`src/rtl/led_pattern_gen.sv`:
```
// LED pattern generator: blink, binary count, bouncing chase and PWM breathe,
// stepped by a programmable prescaler with pause control and a step strobe.
module led_pattern_gen #(
    parameter int TICK_DIV = 1500000,
    parameter int NUM_LEDS = 5,
    parameter int PWM_BITS = 8
) (
    input  logic                CLK_IN,
    input  logic                RST_IN,
    input  logic [1:0]          MODE_IN,
    input  logic                EN_IN,
    output logic [NUM_LEDS-1:0] LED_OUT,
    output logic                STEP_OUT
);

    typedef enum logic [1:0] {
        MODE_BLINK   = 2'd0,
        MODE_COUNT   = 2'd1,
        MODE_CHASE   = 2'd2,
        MODE_BREATHE = 2'd3
    } mode_t;

    localparam int SW = (NUM_LEDS > PWM_BITS) ? NUM_LEDS : PWM_BITS;
    localparam int PW = (TICK_DIV > 1) ? $clog2(TICK_DIV) : 1;

    localparam logic [PW-1:0]       PRESC_MAX = PW'(TICK_DIV - 1);
    localparam logic [PW-1:0]       PRESC_ONE = PW'(1);
    localparam logic [SW-1:0]       ST_ONE    = SW'(1);
    localparam logic [SW-1:0]       CHASE_END = SW'(NUM_LEDS - 1);
    localparam logic [SW-1:0]       LEVEL_MAX = SW'((1 << PWM_BITS) - 1);
    localparam logic [PWM_BITS-1:0] PWM_ONE   = PWM_BITS'(1);
    localparam logic [NUM_LEDS-1:0] LED_ONE   = NUM_LEDS'(1);

    mode_t               r_mode_q;
    logic [PW-1:0]       r_presc;
    logic [SW-1:0]       r_state;
    logic                r_dir;      // 1 = moving up
    logic [PWM_BITS-1:0] r_pwm_cnt;
    logic                r_tick_q;
    logic                r_step;
    logic [NUM_LEDS-1:0] r_led;

    logic                w_mode_chg;
    logic                w_tick;
    logic [SW-1:0]       w_state_nxt;
    logic                w_dir_nxt;
    logic [NUM_LEDS-1:0] w_pattern;

    assign w_mode_chg = (MODE_IN != r_mode_q);
    assign w_tick     = (r_presc == PRESC_MAX) && EN_IN && !w_mode_chg;

    // The single step register is reinterpreted per mode; chase and breathe bounce off their ends without dwelling.
    always_comb begin
        w_state_nxt = r_state;
        w_dir_nxt   = r_dir;
        case (r_mode_q)
            MODE_BLINK: w_state_nxt[0] = ~r_state[0];
            MODE_COUNT: w_state_nxt = r_state + ST_ONE;
            MODE_CHASE: begin
                if (NUM_LEDS > 1) begin
                    if (r_dir) begin
                        if (r_state == CHASE_END) begin
                            w_state_nxt = r_state - ST_ONE;
                            w_dir_nxt   = 1'b0;
                        end else begin
                            w_state_nxt = r_state + ST_ONE;
                        end
                    end else begin
                        if (r_state == '0) begin
                            w_state_nxt = ST_ONE;
                            w_dir_nxt   = 1'b1;
                        end else begin
                            w_state_nxt = r_state - ST_ONE;
                        end
                    end
                end
            end
            default: begin
                if (r_dir) begin
                    if (r_state == LEVEL_MAX) begin
                        w_state_nxt = r_state - ST_ONE;
                        w_dir_nxt   = 1'b0;
                    end else begin
                        w_state_nxt = r_state + ST_ONE;
                    end
                end else begin
                    if (r_state == '0) begin
                        w_state_nxt = ST_ONE;
                        w_dir_nxt   = 1'b1;
                    end else begin
                        w_state_nxt = r_state - ST_ONE;
                    end
                end
            end
        endcase
    end

    always_comb begin
        w_pattern = '0;
        case (r_mode_q)
            MODE_BLINK: w_pattern = {NUM_LEDS{r_state[0]}};
            MODE_COUNT: w_pattern = r_state[NUM_LEDS-1:0];
            MODE_CHASE: w_pattern = LED_ONE << r_state;
            default:    w_pattern = {NUM_LEDS{r_pwm_cnt < r_state[PWM_BITS-1:0]}};
        endcase
    end

    // State updates on the tick edge; LED_OUT and STEP_OUT follow one edge later so they stay aligned.
    always_ff @(posedge CLK_IN) begin
        if (RST_IN) begin
            r_mode_q  <= MODE_BLINK;
            r_presc   <= '0;
            r_state   <= '0;
            r_dir     <= 1'b1;
            r_pwm_cnt <= '0;
            r_tick_q  <= 1'b0;
            r_step    <= 1'b0;
            r_led     <= '0;
        end else begin
            r_pwm_cnt <= r_pwm_cnt + PWM_ONE;
            r_tick_q  <= w_tick;
            r_step    <= r_tick_q;
            r_led     <= w_pattern;
            if (w_mode_chg) begin
                r_mode_q <= mode_t'(MODE_IN);
                r_presc  <= '0;
                r_state  <= '0;
                r_dir    <= 1'b1;
            end else if (EN_IN) begin
                r_presc <= (r_presc == PRESC_MAX) ? '0 : r_presc + PRESC_ONE;
                if (w_tick) begin
                    r_state <= w_state_nxt;
                    r_dir   <= w_dir_nxt;
                end
            end
        end
    end

    assign LED_OUT  = r_led;
    assign STEP_OUT = r_step;

endmodule

```
`config.mk`:
```
export PLATFORM = sky130hd
export DESIGN_NAME = led_pattern_gen
export DESIGN_NICKNAME = d
export VERILOG_FILES = /design/src/rtl/led_pattern_gen.sv
export SDC_FILE = /design/constraint.sdc
export NUM_CORES = 1
export LEC_CHECK = 0
export BUFFER_PORTS_ARGS = -buffer_cell sky130_fd_sc_hd__buf_2
export CORE_MARGIN = 4
export CORE_UTILIZATION = 35
export CTS_CLUSTER_DIAMETER = 100
export DETAILED_ROUTE_END_ITERATION = 7
export PLACE_DENSITY = 0.6
export SYNTH_ARGS = -nofsm -noshare
export SYNTH_HDL_FRONTEND = slang
export SYNTH_SLANG_ARGS = --single-unit
```
`constraint.sdc`:
```
create_clock -name CLK_IN -period 2.65 [get_ports CLK_IN]
set_input_delay 0.53 -clock CLK_IN [delete_from_list [all_inputs] [get_ports CLK_IN]]
set_output_delay 0.53 -clock CLK_IN [all_outputs]
set_load 0.01 [all_outputs]
```
==> results of run 1 <==
[critical path, stage by stage, from the launching register on]
cell       delay, ns
dfxtp_1         0.44
inv_1           0.21
ha_1            0.20
nor3b_1         0.55
nand2_1         0.20
a2111oi_1       0.50
o311ai_1        0.15
o21ai_1         0.14
[per-layer routing]
layer	share of wire, %	vias to the layer above	global-route usage (%)
met1	47	1320	22.01
met2	44	117	25.09
met3	6.0	21	2.321
met5	0	-	0
met4	2.5	0	5.449
li1	-	1395	-
[synthesized netlist by cell type, drive strengths merged, types with 3 or more instances]
library cell	instances	area, um2
nor2	52	195.2
dfxtp	47	940.9
xnor2	22	192.7
nand2	21	78.83
o21ai	18	90.08
inv	17	63.81
nand3	17	90.09
ha	16	200.2
nand4	16	100.1
buf	12	75.07
clkbuf	12	48.80
a21oi	11	55.05
xor2	11	96.34
nor3	10	66.32
a21o	9	67.56
and3	9	56.30
a31oi	7	43.79
nor2b	5	31.28
or3	5	31.28
nor4	4	31.28
o211ai	4	35.03
o31ai	4	30.03
o41ai	4	35.03
or2	4	25.03
a22oi	3	22.52
and2	3	18.77
mux2i	3	30.03
o2111ai	3	26.28
o311ai	3	26.28
[layout make-up]
class,count,area share (%)
Clock buffer,6,2.454
Clock inverter,2,1.041
Inverter,19,2.120
Multi-Input combinational cell,297,58.68
Sequential cell,47,27.97
Tap cell,108,4.016
Timing Repair Buffer,20,3.719
[worst paths after layout]
| kind | endpoint | slack (ns) | from | depth (start not counted) |
|---|---|---|---|---|
| min reg2reg | r_pwm_cnt[0] | 0.47 | r_pwm_cnt[0] | 1 |
| min | r_pwm_cnt[0] | 0.47 | r_pwm_cnt[0] | 1 |
| max | r_state[4] | 0.20 | r_state[0] | 7 |
| max reg2reg | r_state[4] | 0.20 | r_state[0] | 7 |
[per-stage QoR]
step	total power [uW]	utilization, %	setup slack, ns
after floorplan	807.8	-	0.6018
final	1372	38.77	0.1976
after global placement	835.4	37.41	0.4526
after CTS	1390	38.77	0.3362
after global routing	1435	38.77	0.1184
after detailed placement	836.9	37.41	0.3717
[where the power goes]
group          internal (uW)  leakage (uW)  switching, uW
clock                    306     0.0000612            246
combinational           38.8      0.000701           62.3
sequential               713      0.000380           6.96
total                   1060       0.00114            315
[flip-flops by register name, summed over array words and instances (netlist names)]
signal	count
r_dir	1
r_mode_q	2
STEP_OUT	1
r_pwm_cnt	8
r_state	8
r_presc	21
r_tick_q	1
LED_OUT	5
[cells by family (layout without fill, tap and decap cells)]
family,count (synthesis),in the layout
compound gates,85,85
fa+ha+maj,16,16
buf+inv,43,47
simple gates,160,160
xor+xnor,33,33
flops,47,47
mux,3,3
==> impl_results.md, run 1 <==
* Number of distinct library cells after synthesis at 67
* DP HPWL at 5804 um
* Finish-stage setup viols at 0
* Post-synthesis mux area share at 0.9654%
* Clk root buf: clkbuf_8
* Critical Path RT at 2.88 ns
* Register bit total from synthesis at 47
* Area of the multi-input gates at 1974 um2
* Fmax at 407.8 MHz
* FP Rows at 34
* Critical path type: reg -> reg
* Final Skew at 0.01007 ns
* Detailed-route via count at 2853
* Mapped Cells at 387
* Number of global-route vias before repair at 2721
* Residual DRC at 0
* Core ar. at 8678 um2
* Layout area overhead at 8.166%
* Fin area at 3364 um2
* Peak VDD IR at 227.1 uV
* Placement-stage cell area at 3247 um2
* Max_cap viols at 0
* Seq/Total Area, Yosys at 30.25%
* Final min period at 2.452 ns
* Initial core utilization at 35.84%
* Commonest non-fill, non-tap cells in the layout: nor2_1, dfxtp_1, xnor2_1
* DR WL/cell at 15.59 um
* GRT Util Overall at 15.84%
* Post-route clock period utilization at 92.54%
* First drt pass iteration count at 5
* YS warnings at 0
* Final instance count without filler cells at 499
* Synth Area in XOR/XNOR at 9.292%
* Postcts setup bufs at 0
* Initial antenna violation count at 0
* Type of the worst min-delay path: reg -> reg
* Share of cells above drive strength 1 at 10.23%
* Compound-Gate Fraction of Synth Area at 19.19%
* Skew-Pair Late Insertion Delay at 0.30 ns
* Post-route ant nets at 0
* Synthesized area at 3110 um2
* Pin count of the biggest net entering global routing at 21
* First-pass GRT wire length at 13370 um
* Run status: complete, no violations
* Setup TNS at 0 ns
* # diodes at 0
* Mean Syn Cell Area at 8.037 um2
* Power Dens Cells at 407.9 nW/um2
* Inserted Clock Buffers at 5
* Register area at 940.9 um2
* Top FF cell, synth: dfxtp_1
* Crit. End Element: flip-flop
* Die area at 10460 um2
* Simple-Gate Fraction of Synth Area at 27.59%
* Post-CTS Hold Buffers at 0
* Hold WS at 0.4684 ns
* Deepest clock path buffer count at 2
* Post-CTS sizing at 0
* Setup repair after global routing missed its margin: false
* Sink Count at 47
* CP Launch Type: flip-flop
* Worst-path clk slew at 0.09 ns
* Slew headroom at 57.29%
* Fillers at 909
* Arrival time worst endpoint at 2.68 ns
* Slew @ Worst Pin at 0.6393 ns
* Die width at 102.3 um
* Final Max Slew Viols at 0
* RD Place Congestion at 1.043
* Asr flop ratio synth at 0%
* Leak at 0.001142 uW
* Die H at 102.3 um
* DRT Wirelength at 7780 um
* Commonest non-fill, non-tap cell in the layout: nor2_1
* Adder-cell share of the synthesized area at 6.436%
* CTS tree: yes
* Final Hold Fails at 0
* Htree depth at 2
* I/O pins at 11
* Post-placement cell count at 491
* Grt ovf at 0
* Number of DRC markers in iteration 0 at 345
* Nets@finish at 411
* Largest family of logic cells by synthesized area: simple AND/OR/NAND/NOR gates
* Post-synth EDFFs at 0
* Via density per instance at 5.717
* Syn nets at 408
* Worst-path fanout max at 14
* # port buffers at 10
Note: power is estimated with default switching activity, not from simulation.
==> run 2, diff against run 1 <==
Settings changed: PLACE_DENSITY 0.6 to 0.62.
Clock period 2.65 ns to 2.1 ns, I/O delays scaled along.
==> run 2 against run 1 <==
Against the previous run:
- first-iteration DRC count fell by 23%
- cell area rose by 6.1%
- hold slack got worse by 0.11 ns
- critical path depth rose by 1
- highest routed layer unchanged
- clock skew rose by 0.0011 ns
- die area did not move
- critical path type unchanged
- fmax rose by 25%
- routed wire length rose by 7.1%
- combinational power rose by 43%
- largest cell class unchanged
- global-route usage rose by 0.90 points
==> impl_results.md, run 2 (synthesis gave the netlist of run 1 again) <==
* FP Rows at 34 (unchanged)
* Run status: complete, no violations (unchanged)
* Die width at 102.3 um (unchanged)
* Max_cap viols at 0 (unchanged)
* Placement-stage cell area at 3470 um2 (was 3247 um2)
* Pin count of the biggest net entering global routing at 21 (unchanged)
* CP cell instances: inv_2 > ha_1 > nor3b_1 > buf_4 > or4_4 > a21oi_1 > o2111ai_1 > o211ai_2 (was inv_1 > ha_1 > nor3b_1 > nand2_1 > a2111oi_1 > o311ai_1 > o21ai_1)
* Share of cells above drive strength 1 at 16.71% (was 10.23%)
* Critical Path RT at 2.33 ns (was 2.88 ns)
* Post-route ant nets at 0 (unchanged)
* Initial core utilization at 35.84% (unchanged)
* First-pass GRT wire length at 14060 um (was 13370 um)
* DRT Wirelength at 8335 um (was 7780 um)
* GRT Util Overall at 16.74% (was 15.84%)
* WP buf/inv at 2 (was 1)
* Final min period at 1.967 ns (was 2.452 ns)
* Layout area overhead at 14.80% (was 8.166%)
* # port buffers at 10 (unchanged)
* Deepest clock path buffer count at 2 (unchanged)
* Fmax at 508.3 MHz (was 407.8 MHz)
* Crit. End Element: flip-flop (unchanged)
* Final Max Slew Viols at 0 (unchanged)
* Worst-path fanout max at 6 (was 14)
* First drt pass iteration count at 5 (unchanged)
* Sink Count at 47 (unchanged)
* CP Launch Type: flip-flop (unchanged)
* Detailed-route via count at 2956 (was 2853)
* Power Dens Cells at 449.3 nW/um2 (was 407.9 nW/um2)
* Clk root buf: clkbuf_8 (unchanged)
* Grt ovf at 0 (unchanged)
* Number of global-route vias before repair at 2852 (was 2721)
* Final Skew at 0.01117 ns (was 0.01007 ns)
* Critical path type: reg -> reg (unchanged)
* Worst path slowest cell: or4_4 (was nor3b_1)
* Via density per instance at 5.609 (was 5.717)
* Arrival time worst endpoint at 2.20 ns (was 2.68 ns)
* Core ar. at 8678 um2 (unchanged)
* Postcts setup bufs at 0 (unchanged)
* CTS tree: yes (unchanged)
* DR WL/cell at 15.82 um (was 15.59 um)
* Slew headroom at 65.29% (was 57.29%)
* Htree depth at 2 (unchanged)
* Setup TNS at 0 ns (unchanged)
* Setup repair after global routing missed its margin: false (unchanged)
* Slew @ Worst Pin at 0.5206 ns (was 0.6393 ns)
* Type of the worst min-delay path: in -> reg (was reg -> reg)
* Most flops, register: r_presc (unchanged)
* # diodes at 0 (unchanged)
* I/O pins at 11 (unchanged)
* Inserted Clock Buffers at 5 (unchanged)
* Commonest non-fill, non-tap cells in the layout: nor2_1, dfxtp_1, buf_4 (was nor2_1, dfxtp_1, xnor2_1)
* Commonest non-fill, non-tap cell in the layout: nor2_1 (unchanged)
* CP top delay family: simple AND/OR/NAND/NOR gates (was compound AO/OA/AOI/OAI gates)
* Final Hold Fails at 0 (unchanged)
* Finish-stage setup viols at 0 (unchanged)
* Crit-path max cell delay at 0.48 ns (was 0.55 ns)
* Die area at 10460 um2 (unchanged)
* Skew-Pair Late Insertion Delay at 0.30 ns (about the same)
* Peak VDD IR at 306.7 uV (was 227.1 uV)
* RD Place Congestion at 0.9551 (was 1.043)
* Nets@finish at 439 (was 411)
* Die H at 102.3 um (unchanged)
* Number of DRC markers in iteration 0 at 264 (was 345)
* Top Registers: r_presc (21), r_pwm_cnt (8), r_state (8) (unchanged)
* Residual DRC at 0 (unchanged)
* Post-route clock period utilization at 93.68% (was 92.54%)
* Max reg flops at 21 (unchanged)
* Leak at 0.001260 uW (was 0.001142 uW)
* Worst-path clk slew at 0.10 ns (was 0.09 ns)
* Fin area at 3571 um2 (was 3364 um2)
* DP HPWL at 6314 um (was 5804 um)
* Initial antenna violation count at 0 (unchanged)
==> run 2: metrics by stage <==
step | hold slack [ns] | total power, uW | util, % | worst slack (ns) | instances
after floorplan | 0.4138 | 1019 | - | 0.05179 | 387
after global placement | 0.4409 | 1071 | 39.98 | 0.1586 | 519
after detailed placement | 0.4401 | 1071 | 39.98 | 0.1119 | 519
after CTS | 0.3489 | 1625 | 40.96 | 0.07140 | 527
after global routing | 0.3866 | 1681 | 41.15 | 0.02163 | 527
final | 0.3541 | 1604 | 41.15 | 0.1327 | 527
==> run 2: worst register-to-register path, cell delays in order, from the launching register on <==
cell	delay (ns)
dfxtp_1	0.45
inv_2	0.10
ha_1	0.21
nor3b_1	0.14
buf_4	0.17
or4_4	0.48
a21oi_1	0.15
o2111ai_1	0.13
o211ai_2	0.08
==> run 2: final timing paths <==
| kind | startpoint | endpoint | cells past startpoint | slack (ns) |
|---|---|---|---|---|
| worst max-delay path | r_state[0] | r_state[6] | 8 | 0.13 |
| worst min-delay path | MODE_IN[0] | r_mode_q[0] | 2 | 0.35 |
| worst min register to register | r_tick_q | STEP_OUT | 1 | 0.46 |
| worst max register to register | r_state[0] | r_state[6] | 8 | 0.13 |
==> run 2: routing by layer <==
metal / vias to the layer above / GRT usage [%] / part of all wire (%)
li1: 1457 / - / -
met1: 1387 / 23.71 / 47
met2: 93 / 26.09 / 45
met3: 19 / 2.389 / 5.6
met4: 0 / 5.550 / 2.6
met5: - / 0 / 0
==> run 2: final cells by class <==
class | count | area, um2
Tap cell | 108 | 135.1
Sequential cell | 47 | 940.9
Clock buffer | 6 | 72.57
Inverter | 19 | 71.32
Clock inverter | 2 | 12.51
Multi-Input combinational cell | 297 | 1991
Timing Repair Buffer | 48 | 347.8
Fill cell | 923 | 5107
==> run 2: repair_timing <==
action / 4_1_cts / 5_1_grt
resized for setup: 0 / 6
hold buffers: 0 / 0
endpoints found under the setup margin: 0 / 6
hold endpoints to repair: 0 / 0
==> run 2: report_power, final <==
part	leakage (uW)	switching, uW	internal, uW
combinational	0.000839	84.5	59.8
clock	0.0000412	319	233
sequential	0.000380	8.18	900
